### src/rtl/fir_deser8.sv
// fir_deser8: serial-to-parallel front end for the 8-parallel FIR.
// Packs 8 consecutive signed samples into one frame. Lane 0 holds the oldest
// sample. A single pending frame buffer sustains 1 sample/cycle and absorbs
// one frame of output backpressure.
//
// Ports:
//   clk, rst             clock, synchronous active-high reset
//   din, in_valid        serial sample stream
//   in_ready             sample accepted when in_valid && in_ready
//   flush                close the current partial frame, zero-padding lanes
//   x8k .. x8k_7         frame lanes 0..7
//   out_valid, out_ready frame handshake
//   frame_cnt            number of frames handed off, wraps
module fir_deser8 #(
    parameter int W      = 16,
    parameter int FCNT_W = 16
) (
    input  logic              clk,
    input  logic              rst,
    input  logic [W-1:0]      din,
    input  logic              in_valid,
    output logic              in_ready,
    input  logic              flush,
    output logic [W-1:0]      x8k,
    output logic [W-1:0]      x8k_1,
    output logic [W-1:0]      x8k_2,
    output logic [W-1:0]      x8k_3,
    output logic [W-1:0]      x8k_4,
    output logic [W-1:0]      x8k_5,
    output logic [W-1:0]      x8k_6,
    output logic [W-1:0]      x8k_7,
    output logic              out_valid,
    input  logic              out_ready,
    output logic [FCNT_W-1:0] frame_cnt
);

    typedef enum logic {FILL, PEND} state_t;

    state_t       state;
    state_t       state_nxt;
    logic [W-1:0] fill_buf [8];
    logic [W-1:0] lane     [8];
    logic [W-1:0] frame    [8];
    logic [2:0]   cnt;
    logic [3:0]   cnt_acc;
    logic         accept;
    logic         handoff;
    logic         out_free;
    logic         complete;
    logic         valid_q;

    // Handshake decode and the frame that would complete on this edge.
    // The completed frame merges stored lanes, the sample accepted this
    // cycle, and zero padding above the resulting lane count.
    always_comb begin
        accept   = in_valid && in_ready;
        handoff  = valid_q && out_ready;
        out_free = !valid_q || out_ready;
        cnt_acc  = {1'b0, cnt} + {3'b000, accept};
        complete = (state == FILL) &&
                   ((accept && cnt == 3'd7) || (flush && cnt_acc != 4'd0));
        for (int unsigned i = 0; i < 8; i++) begin
            if (3'(i) < cnt)
                frame[i] = fill_buf[i];
            else if (3'(i) == cnt && accept)
                frame[i] = din;
            else
                frame[i] = '0;
        end
    end

    // State register
    always_ff @(posedge clk) begin
        if (rst)
            state <= FILL;
        else
            state <= state_nxt;
    end

    // Next-state logic
    always_comb begin
        state_nxt = state;
        case (state)
            FILL: if (complete && !out_free) state_nxt = PEND;
            PEND: if (handoff)               state_nxt = FILL;
            default:                         state_nxt = FILL;
        endcase
    end

    // State outputs; held low during reset so nothing is taken while clearing.
    always_comb begin
        in_ready = (state == FILL) && !rst;
    end

    // Datapath: fill buffer, output lanes, frame counter
    always_ff @(posedge clk) begin
        if (rst) begin
            cnt       <= '0;
            valid_q   <= 1'b0;
            frame_cnt <= '0;
            for (int unsigned i = 0; i < 8; i++) begin
                fill_buf[i] <= '0;
                lane[i]     <= '0;
            end
        end else begin
            if (complete) begin
                cnt <= '0;
                // Output slot busy: park the whole completed frame in the
                // fill buffer, which then acts as the pending slot.
                if (!out_free)
                    fill_buf <= frame;
            end else if (accept) begin
                fill_buf[cnt] <= din;
                cnt           <= cnt + 3'd1;
            end

            if (complete && out_free) begin
                lane    <= frame;
                valid_q <= 1'b1;
            end else if (state == PEND && handoff) begin
                lane    <= fill_buf;
                valid_q <= 1'b1;
            end else if (handoff) begin
                valid_q <= 1'b0;
            end

            if (handoff)
                frame_cnt <= frame_cnt + FCNT_W'(1);
        end
    end

    assign x8k       = lane[0];
    assign x8k_1     = lane[1];
    assign x8k_2     = lane[2];
    assign x8k_3     = lane[3];
    assign x8k_4     = lane[4];
    assign x8k_5     = lane[5];
    assign x8k_6     = lane[6];
    assign x8k_7     = lane[7];
    assign out_valid = valid_q;

endmodule

### config.mk
export PLATFORM = sky130hd
export DESIGN_NAME = fir_deser8
export DESIGN_NICKNAME = d
export VERILOG_FILES = /design/src/rtl/fir_deser8.sv
export SDC_FILE = /design/constraint.sdc
export NUM_CORES = 1
export LEC_CHECK = 0
export CORE_MARGIN = 2
export CORE_UTILIZATION = 53
export DETAILED_ROUTE_END_ITERATION = 10
export MAX_ROUTING_LAYER = met4
export PLACE_DENSITY_LB_ADDON = 0.15
export SLEW_MARGIN = 20
export SYNTH_ARGS = -nofsm -noshare
export SYNTH_HDL_FRONTEND = slang
export SYNTH_SLANG_ARGS = --single-unit
### constraint.sdc
create_clock -name clk -period 3.6 [get_ports clk]
set_clock_uncertainty 0.2 [all_clocks]
set_input_delay 0.36 -clock clk [delete_from_list [all_inputs] [get_ports clk]]
set_output_delay 0.36 -clock clk [all_outputs]
set_load 0.005 [all_outputs]
; Word-level counts from Yosys, hierarchy flattened
; Index checks and enable logic that the tools add are counted.
[totals]
in_bits = 21
mem_bits_ro = 0
wordCells = 104
latch_bits = 0
mem_count = 0
regBits = 277
ram_bits = 0
[classes]
shifts = 0
n_lt_le_gt_ge = 10
n_addsub = 3
muxes = 30
n_reduce_logical = 30
n_eq_ne = 9
div = 0
bitwise = 2
multipliers = 0
[op_table]
columns = op, n
row1 = 128-bit 2-to-1 mux, 5
row2 = 16-bit 2-to-1 mux, 17
row3 = 128-bit bitwise mux, 1
row4 = 16-bit demux with 3-bit select, 1
row5 = 1-bit logical AND, 18
row6 = "16-bit by 1-bit adder with 16-bit output, second input constant", 1
row7 = "3-bit equality test, first input constant", 4
row8 = "3-bit < comparator, first input constant", 4
row9 = "2-bit by 3-bit equality test with 1-bit output, first input constant", 2
row10 = "1-bit by 3-bit < comparator with 1-bit output, first input constant", 2
row11 = "2-bit by 3-bit < comparator with 1-bit output, first input constant", 2
row12 = 1-bit 2-to-1 mux, 5
row13 = 3-bit by 1-bit adder with 4-bit output, 1
row14 = "4-bit greater-or-equal comparator, second input constant", 1
row15 = "4-bit by 1-bit < comparator with 1-bit output, second input constant", 1
row16 = 3-bit inverter with 4-bit output, 1
row17 = 2-bit nonzero test, 2
row18 = 4-bit nonzero test, 1
row19 = "3-bit by 1-bit adder with 3-bit output, second input constant", 1
row20 = "1-bit by 3-bit equality test with 1-bit output, first input constant", 1
row21 = "3-bit equality test, second input constant", 1
row22 = 1-bit zero test, 3
row23 = 3-bit zero test, 1
row24 = 3-bit nonzero test, 1
row25 = 6 further kinds, 7

; Logic depth before layout (Yosys ltp)
; Gate-level depths: netlist of the first run.
[logic_depth]
ltp_word = 11
mapped_depth = 15
mapped_depth_nobuf = 9

; Least setup slack after synthesis of the first run
; OpenSTA, ideal clock, no wires.
[synth_path]
path_type = input to register
start = input rst
end = register lane, in the netlist x8k_1[0]
path_slack_ps = 442
arrival_ps = 2880
required_time_ps = 3322
n_path_buf = 3
path_stages = 12
path_cell_list = or3b_1 > buf_6 > inv_4 > buf_6 > ha_1 > ha_1 > o21ai_1 > nand2_2 > o21ai_2 > buf_1 > mux2_2 > o22ai_1
[synth_between]
elab_chain_cells = 10
elab_cells_between_ends = 15
cone_classes = add/sub: 1 / mux: 3 / reduce/logical: 11
[synth_lines]
columns = item, line_no
row1 = "start, declared", 19  ; input logic rst,
row2 = 1-bit zero test *, 92  ; in_ready = (state == FILL) && !rst;
row3 = 1-bit logical AND *, 92
row4 = 1-bit logical AND *, 56  ; accept = in_valid && in_ready;
row5 = via accept, 46  ; logic accept;
row6 = 3-bit by 1-bit adder with 4-bit output, 59  ; cnt_acc = {1'b0, cnt} + {3'b000, accept};
row7 = 4-bit nonzero test, 61  ; ((accept && cnt == 3'd7) || (flush && cnt_acc != 4'd0));
row8 = 1-bit logical AND, 61
row9 = 1-bit logical OR, 61
row10 = 1-bit logical AND, 60  ; complete = (state == FILL) &&
row11 = 1-bit logical AND, 117  ; if (complete && out_free) begin
row12 = 128-bit 2-to-1 mux / 2-bit nonzero test (equally long branches), n/a
row13 = "end signal, assigned", 118  ; lane <= frame;
row14 = "end signal, assigned", 121  ; lane <= fill_buf;
row15 = "end, declared", 42  ; logic [W-1:0] lane [8];
; Mark *: on every way through the listed nets, which the timed path passes. The rest lies on a longest branch.
; A chain may end at the register's enable or synchronous reset.

; Worst setup path after layout of the first run
[layout_path]
start = register state
end = register fill_buf[115] (netlist bit)
[layout_between]
elab_chain_cells = 10
elab_cells_between_ends = 17
cone_classes = add/sub: 1 / eq/ne: 1 / mux: 4 / bitwise: 1 / reduce/logical: 10
[layout_lines]
columns = item, line_no
row1 = "start, declared", 39  ; state_t state;
row2 = "start signal, assigned", 77  ; state <= state_nxt;
row3 = 1-bit inverter *, n/a
row4 = 1-bit logical AND, 92
row5 = 1-bit logical AND, 56
row6 = 3-bit by 1-bit adder with 4-bit output, 59
row7 = 4-bit nonzero test, 61
row8 = 1-bit logical AND, 61
row9 = 1-bit logical OR, 61
row10 = 1-bit logical AND, 60
row11 = 2-bit inequality test (no line) / 2-bit nonzero test (equally long branches), n/a
row12 = 2-bit AND reduction (no line), n/a
row13 = "end signal, assigned", 111  ; fill_buf <= frame;
row14 = "end signal, assigned by index", 113  ; fill_buf[cnt] <= din;
row15 = "end, declared", 41  ; logic [W-1:0] fill_buf [8];
; Every way passes the cells marked *; elsewhere a longest branch is shown, timed or not. The select of a mux whose other input is x is not followed.

==> flow_metrics.tcl, run 1 <==
set metrics [dict create \
    final_period_util 0.892 \
    grt_antenna_before_repair 0 \
    maxCapViolations 0 \
    setup_slack_on_the_worst_flop_to_flop_path_ps 390 \
    ws_path_type "reg2reg" \
    top_level_ports 167 \
    die_width_um 156 \
    post_route_cells_drive_above_1_share 0.131 \
    design.core.area_mm2 0.0227 \
    clock_sink_count 277 \
    end_kind "flip-flop" \
    post_place_cells 1747 \
    synth-edff-count 0 \
    max_clock_freq_ghz 0.311 \
    synthDistinctLibCells 70 \
    detailroute.via_count 11300 \
    critPathCapture "fill_buf[115]$_SDFFE_PP0P_" \
    drt-initial-drc-count 981 \
    post_synthesis_sequential_area_ratio 0.452 \
    antenna_violating_nets_post_route 0 \
    die_height_um 156 \
    syn_area_per_cell_um2 9.04 \
    worst_slew_margin_rel 0.259 \
    crit_start "state$_SDFF_PP0_" \
    r2r_start "state$_SDFF_PP0_" \
    ys_warn_count 0 \
    power_density_normalized_to_cell_area_mw_per_mm2 465 \
    initial_core_util 0.541 \
    synth-async-reset-ratio 0 \
    dominantRegCellSynth "dfxtp_1" \
    cts_setup_buffers 0 \
    drcViolationCount 0 \
    detailroute.wirelength.met3_um 2670 \
    grt_remaining_overflow 0 \
    port_bufs 166 \
    leakage_dissipation_uw 0.00526 \
    vias_in_the_first_global_route 10700 \
    grt_usage 0.325 \
    min-delay-path-class "reg2reg" \
    final_weighted_congestion_in_routability_driven_placement 0.971 \
    run_status "completed" \
    crit_arrival_ps 3490 \
    synthesis.instances 1358 \
    post_synth_main_area_contributors "dfxtp_1, nand2_1, a221oi_1" \
    cp.buffers_inverters 2 \
    cp_num_cells 10 \
    top_signal_layer_used "met4" \
    ctsHtreeMaxLevel 1 \
    fp-row-count 55 \
    first_pass_grt_wire_length_um 60800 \
    critical_path.top_delay_family "compound AO/OA/AOI/OAI gates" \
    synth.net_count 1386 \
    mappedNetlistArea_mm2 0.0123 \
    startpoint_type "flip-flop" \
    timing.rr.end "fill_buf[115]$_SDFFE_PP0P_" \
    instances_no_fill 1800 \
    maxSlewViolCount 0 \
    finalWorstPathRequiredPeriod_ps 3210 \
    met2_length_um 18100 \
    cts.path.max_buffers 3 \
    num_antenna_cells 0 \
    setup-violations-final 0 \
    area_share_of_the_leading_cell_type_in_the_synthesized_netlist 0.452 \
    dp_hpwl_um 25100 \
    tritoncts.num_buffers 29 \
    hold_viol_final 0 \
    drt-wirelength-per-cell_um 21.7 \
    ffs_latches_synth 277 \
    cp.required_ps 3870 \
    worst_pin_slew_ps 1110 \
    detail_route.first_pass.iterations 6 \
    timing.reg2reg.worst_path_depth 10 \
    rsz0062_at_grt "no" \
    die_area_mm2 0.0244 \
    yosys.area.top_type "dfxtp_1" \
    grt_max_degree 141 \
    finalNetCount 1521 \
    tightest_hold_margin_ps 250 \
    via_density_per_instance 6.27 \
    post_cts.resized_instances 0 \
    clock_latency_of_the_later_clocked_register_in_the_worst_skew_pair_ps 540 \
    cell_with_the_largest_stage_delay_on_the_worst_path "o221ai_2" \
    clk_pin_slew_worst_paths_ps 60 \
    worstPathCellList "or3b_1 -> inv_4 -> ha_1 -> ha_1 -> o21ai_1 -> nand2_2 -> buf_4 -> o221ai_2 -> nand3_1 -> mux2i_1" \
    worst_path_most_repeated_cell "ha_1" \
    root_buf_cell "clkbuf_16" \
    hold_fix_buffer_count_after_cts 0 \
    met1Wirelength_um 16500 \
    vdd_ir_drop_max_mv 0.385 \
    max_stage_delay_ps 680 \
    worstPathMaxFanout 16 \
    totalWireLength_um 39100 \
    syn_to_final_growth_pct 25.1 \
    tritoncts "yes" \
]
==> layer usage <==
metal  track usage  vias up
met1         0.424     5472
met4         0.129        0
li1              -     5266
met2         0.515      458
met3        0.0392       98
met5             -        -
==> worst min-delay path by stage <==
stage | from | endpoint | depth (start not counted)
6_report | fill_buf[91]$_SDFFE_PP0P_ | x8k_2[11]$_SDFFE_PP0P_ | 2
5_1_grt | x8k_7[11]$_SDFFE_PP0P_ | x8k_7[11]$_SDFFE_PP0P_ | 2
4_1_cts | rst | x8k_7[6]$_SDFFE_PP0P_ | 3
3_5_place_dp | fill_buf[91]$_SDFFE_PP0P_ | x8k_2[11]$_SDFFE_PP0P_ | 2
3_3_place_gp | fill_buf[5]$_SDFFE_PP0P_ | fill_buf[5]$_SDFFE_PP0P_ | 2
2_1_floorplan | fill_buf[91]$_SDFFE_PP0P_ | x8k_2[11]$_SDFFE_PP0P_ | 2
==> where the power goes <==
group	leakage, µW	internal (µW)	total [µW]	switching, µW
Clock	0.000454	1680	2910	1230
Sequential	0.00224	3190	3270	75.5
Combinational	0.00256	425	959	535
Total	0.00526	5300	7140	1840
==> flip-flops by register name, indices dropped and copies added (netlist names) <==
signal	count
x8k_4	16
state	1
x8k_7	16
fill_buf	128
x8k_6	16
cnt	3
x8k_5	16
x8k_1	16
out_valid	1
frame_cnt	16
x8k	16
x8k_3	16
x8k_2	16
==> worst register-to-register path, cell delays in order (launching register included) <==
cell	delay [ps]
dfxtp_1	340
or3b_1	450
inv_4	70
ha_1	180
ha_1	250
o21ai_1	250
nand2_2	150
buf_4	190
o221ai_2	680
nand3_1	200
mux2i_1	180
==> cell families (layout without fill, tap and decap cells) <==
logic type,after synthesis,after routing,synth area share
compound gates,354,354,0.240
xor+xnor,16,16,0.0114
flops,277,277,0.452
fa+ha+maj,7,7,0.00713
simple gates,449,449,0.156
mux,77,77,0.0671
buf+inv,178,335,0.0670
==> layout by cell type (no fill, tap or decap), types with 16 or more instances in the layout <==
master | Yosys | routed
nand3_1 | 29 | 29
mux2_2 | 34 | 34
nand2_1 | 342 | 341
a22oi_1 | 16 | 16
clkdlybuf4s50_1 | 0 | 165
a22o_1 | 16 | 16
buf_12 | 0 | 18
o22ai_1 | 79 | 79
o32ai_1 | 27 | 27
inv_1 | 37 | 36
a21oi_1 | 27 | 27
buf_4 | 10 | 56
a311oi_1 | 65 | 65
a32o_1 | 16 | 16
a221oi_1 | 65 | 65
nor2_1 | 30 | 30
mux2i_1 | 35 | 35
clkbuf_16 | 0 | 29
dfxtp_1 | 277 | 277
==> metrics by stage <==
step / total power [µW] / TNS, ps / worst slack (ps) / area [µm²] / util
final: 7140 / 0 / 387 / 15400 / 0.676
after global routing: 7360 / 0 / 270 / 15400 / 0.676
after CTS: 7150 / 0 / 401 / 15400 / 0.676
after detailed placement: 4280 / -1940 / -104 / 14400 / 0.636
after global placement: 4270 / -1630 / -66.4 / 14400 / 0.636
after floorplan: 3840 / 0 / 442 / 12300 / -
==> synthesized netlist by cell type (all sizes together), types with 2 or more instances <==
library cell and number:
o211ai 2, ha 7, nor2b 9, nor2 32, dfxtp 277, nand3 29, xor2 8, clkbuf 74
o32ai 31, and4 4, nor4 2, a32o 16, o2bb2ai 2, buf 62, o21ai 9, a211oi 3
a22o 16, xnor2 8, nor3 13, a22oi 18, o22ai 80, o221ai 2, a221oi 65, mux2i 35
and2 2, a21oi 30, inv 42, mux2 42, o2111a 3, nand4 4, a311oi 65, a31oi 5
nand2 344, and3 5
==> layout make-up <==
class | instances | area [µm²]
Fill cell | 1838 | 7350
Multi-Input combinational cell | 903 | 5920
Sequential cell | 277 | 5550
Timing Repair Buffer | 240 | 2440
Clock buffer | 43 | 838
Tap cell | 285 | 357
Inverter | 42 | 163
Clock inverter | 10 | 86.3
Note: power is estimated with default switching activity, not from simulation.
==> run 2, diff against run 1 <==
--- a/config.mk
+++ b/config.mk
@@ -5,8 +5,9 @@
 export SDC_FILE = /design/constraint.sdc
 export NUM_CORES = 1
 export LEC_CHECK = 0
-export CORE_MARGIN = 2
+export CORE_MARGIN = 10
 export CORE_UTILIZATION = 53
+export CTS_CLUSTER_DIAMETER = 120
 export DETAILED_ROUTE_END_ITERATION = 10
 export MAX_ROUTING_LAYER = met4
 export PLACE_DENSITY_LB_ADDON = 0.15
==> run 2 against run 1 <==
Power shrank 0.80%. Via count grew 0.97%. Critical path depth is the same. Wire length grew 2.6%. Combinational power shrank 2%. Non-clock buffer count shrank 2. Largest power group unchanged. Critical endpoint is now fill_buf[88]$_SDFFE_PP0P_.
==> flow_metrics.tcl, run 2 (synthesized netlist as in run 1, its figures left out) <==
set metrics [dict create \
    run_status "completed" \
    critical_path.top_delay_family "compound AO/OA/AOI/OAI gates" \
    cp.required_ps 3870 \
    ctsHtreeMaxLevel 1 \
    timing.rr.end "fill_buf[88]$_SDFFE_PP0P_" \
    startpoint_type "input pin" \
    num_antenna_cells 0 \
    first_pass_grt_wire_length_um 62500 \
    worst_path_most_repeated_cell "ha_1" \
    antenna_violating_nets_post_route 0 \
    clk_pin_slew_worst_paths_ps 60 \
    worstPathCellList "dlygate4sd3_1 -> buf_6 -> or3b_1 -> inv_4 -> ha_1 -> ha_1 -> a31o_1 -> a211oi_1 -> a211oi_2 -> a32o_1" \
    vdd_ir_drop_max_mv 0.335 \
    final.setup.tns_ps 0 \
    post_place_cells 1744 \
    root_buf_cell "clkbuf_16" \
    largest-register "fill_buf" \
    clock_latency_of_the_later_clocked_register_in_the_worst_skew_pair_ps 540 \
    final_weighted_congestion_in_routability_driven_placement 0.957 \
    final_std_cell_area_no_fill_mm2 0.0152 \
    max_clock_freq_ghz 0.299 \
    clkPwrFrac 0.405 \
    drt-wirelength-per-cell_um 22.4 \
    groute.layer.met2.usage 0.422 \
    maxCapViolations 0 \
    cts.path.max_buffers 3 \
    final_common_cell "nand2_1" \
    design.core.area_mm2 0.0227 \
    layout.filler_cells 1876 \
    syn_to_final_growth_pct 24.2 \
    initial_core_util 0.541 \
    port_bufs 166 \
    flip_flop_count_of_the_largest_register_after_layout 128 \
    power.switching_fraction 0.256 \
    vias_in_the_first_global_route 11000 \
    combPwrFrac 0.133 \
    layout.core_utilization 0.671 \
    die_height_um 172 \
    hold_viol_final 0 \
    critPathCapture "fill_buf[88]$_SDFFE_PP0P_" \
    cp_num_cells 10 \
    dp_hpwl_um 26200 \
    flop_pwr_share 0.462 \
    setup_slack_on_the_worst_flop_to_flop_path_ps 430 \
    crit_arrival_ps 3610 \
    r2r_start "state$_SDFF_PP0_" \
    gr-usage-met1 0.344 \
    totalWireLength_um 40100 \
    setup-violations-final 0 \
    detailed_place.area_mm2 0.0143 \
    die_area_mm2 0.0296 \
    instances_no_fill 1793 \
    min-delay-path-class "reg2reg" \
    final_period_util 0.928 \
    grt_antenna_before_repair 0 \
    tritoncts "yes" \
    clock_sink_count 277 \
    post_cts.resized_instances 0 \
    grt_max_degree 190 \
    net-switching-power_uw 1810 \
    globalRouteMet3Util 0.0447 \
    worst_pin_slew_ps 1090 \
    timing.reg2reg.worst_path_depth 8 \
    die_width_um 172 \
    finalNetCount 1519 \
    top_usage_layer "met2" \
    leakage_dissipation_uw 0.00521 \
    detail_route.first_pass.iterations 5 \
    via_density_per_instance 6.36 \
    drcViolationCount 0 \
    fp-row-count 55 \
    crit_start "rst" \
    commonest_cells_after_routing_fill_and_taps_aside "nand2_1, dfxtp_1, clkdlybuf4s50_1, o22ai_1" \
    drt-initial-drc-count 1254 \
    worstPathMaxFanout 16 \
    top_level_ports 167 \
    ws_path_type "in2reg" \
    finalWorstPathRequiredPeriod_ps 3340 \
    grt_remaining_overflow 0 \
    worst_slew_margin_rel 0.271 \
    cell_with_the_largest_stage_delay_on_the_worst_path "a211oi_2" \
    cp.buffers_inverters 3 \
    power_density_normalized_to_cell_area_mw_per_mm2 465 \
    post_route_cells_drive_above_1_share 0.127 \
    tightest_hold_margin_ps 259 \
    maxSlewViolCount 0 \
    internal_power_consumption_uw 5270 \
    detailroute.via_count 11400 \
    end_kind "flip-flop" \
    rsz0062_at_grt "no" \
    tritoncts.num_buffers 29 \
    max_stage_delay_ps 910 \
    grt_usage 0.272 \
]
==> run 2: cell types whose count changed in the layout (fill, tap and decap cells not counted), moves of 2 or more <==
cell,before,now
buf_12,18,12
buf_4,56,59
clkbuf_1,8,6
clkbuf_8,6,10
clkinv_2,6,3
clkinvlp_4,2,0
==> run 2: layer usage <==
layer	vias to the layer above	wire, µm	part of all wire
li1	5249	-	-
met1	5560	16800	0.42
met2	487	18400	0.46
met3	108	3150	0.078
met4	0	1800	0.045
met5	-	0	0
==> run 2: worst register-to-register path, stage by stage (launching register included) <==
cell,delay [ps]
dfxtp_1,330
or3b_1,440
inv_4,70
ha_1,170
ha_1,250
a31o_1,370
a211oi_1,140
a211oi_2,910
a32o_1,230
==> run 2: area by class of cell <==
type	count	area, µm²	area share
flip-flops and latches	277	5550	0.364
repair buffers	238	2360	0.155
inverters	42	163	0.0107
multi-input cells	903	5920	0.389
clock buffers	45	886	0.0581
clock inverters	3	15.0	0.000985
well taps	285	357	0.0234
==> run 2: worst min path at each step <==
stage               slack, ps  cells past startpoint                      to                      start
global route              280                      2  x8k_2[11]$_SDFFE_PP0P_  fill_buf[91]$_SDFFE_PP0P_
global placement          240                      2  x8k_2[11]$_SDFFE_PP0P_  fill_buf[91]$_SDFFE_PP0P_
finish                    260                      2  x8k_2[11]$_SDFFE_PP0P_  fill_buf[91]$_SDFFE_PP0P_
detailed placement        250                      2  x8k_2[11]$_SDFFE_PP0P_  fill_buf[91]$_SDFFE_PP0P_
floorplan                 230                      2  x8k_2[11]$_SDFFE_PP0P_  fill_buf[91]$_SDFFE_PP0P_
CTS                       260                      2  x8k_2[11]$_SDFFE_PP0P_  fill_buf[91]$_SDFFE_PP0P_
==> run 2: per-stage QoR <==
step | setup slack, ps | total power [µW]
after global routing | 92.0 | 7300
after global placement | -89.4 | 4260
final | 259 | 7080
after CTS | 251 | 7100
after floorplan | 442 | 3840
after detailed placement | -142 | 4270
==> run 2: timing repair <==
action	in CTS	in global routing
setup endpoints to repair	0	0
hold buffers	1	0
buffers inserted	0	0
endpoints found under the hold margin	3	0
==> run 2: power by group through the flow <==
stage          sequential (µW)  combinational, µW  clock, µW
3_3_place_gp              3330                923          0
3_5_place_dp              3340                930          0
4_1_cts                   3270                936       2890
6_report                  3270                941       2870
5_1_grt                   3280               1010       3000
2_1_floorplan             3320                518          0
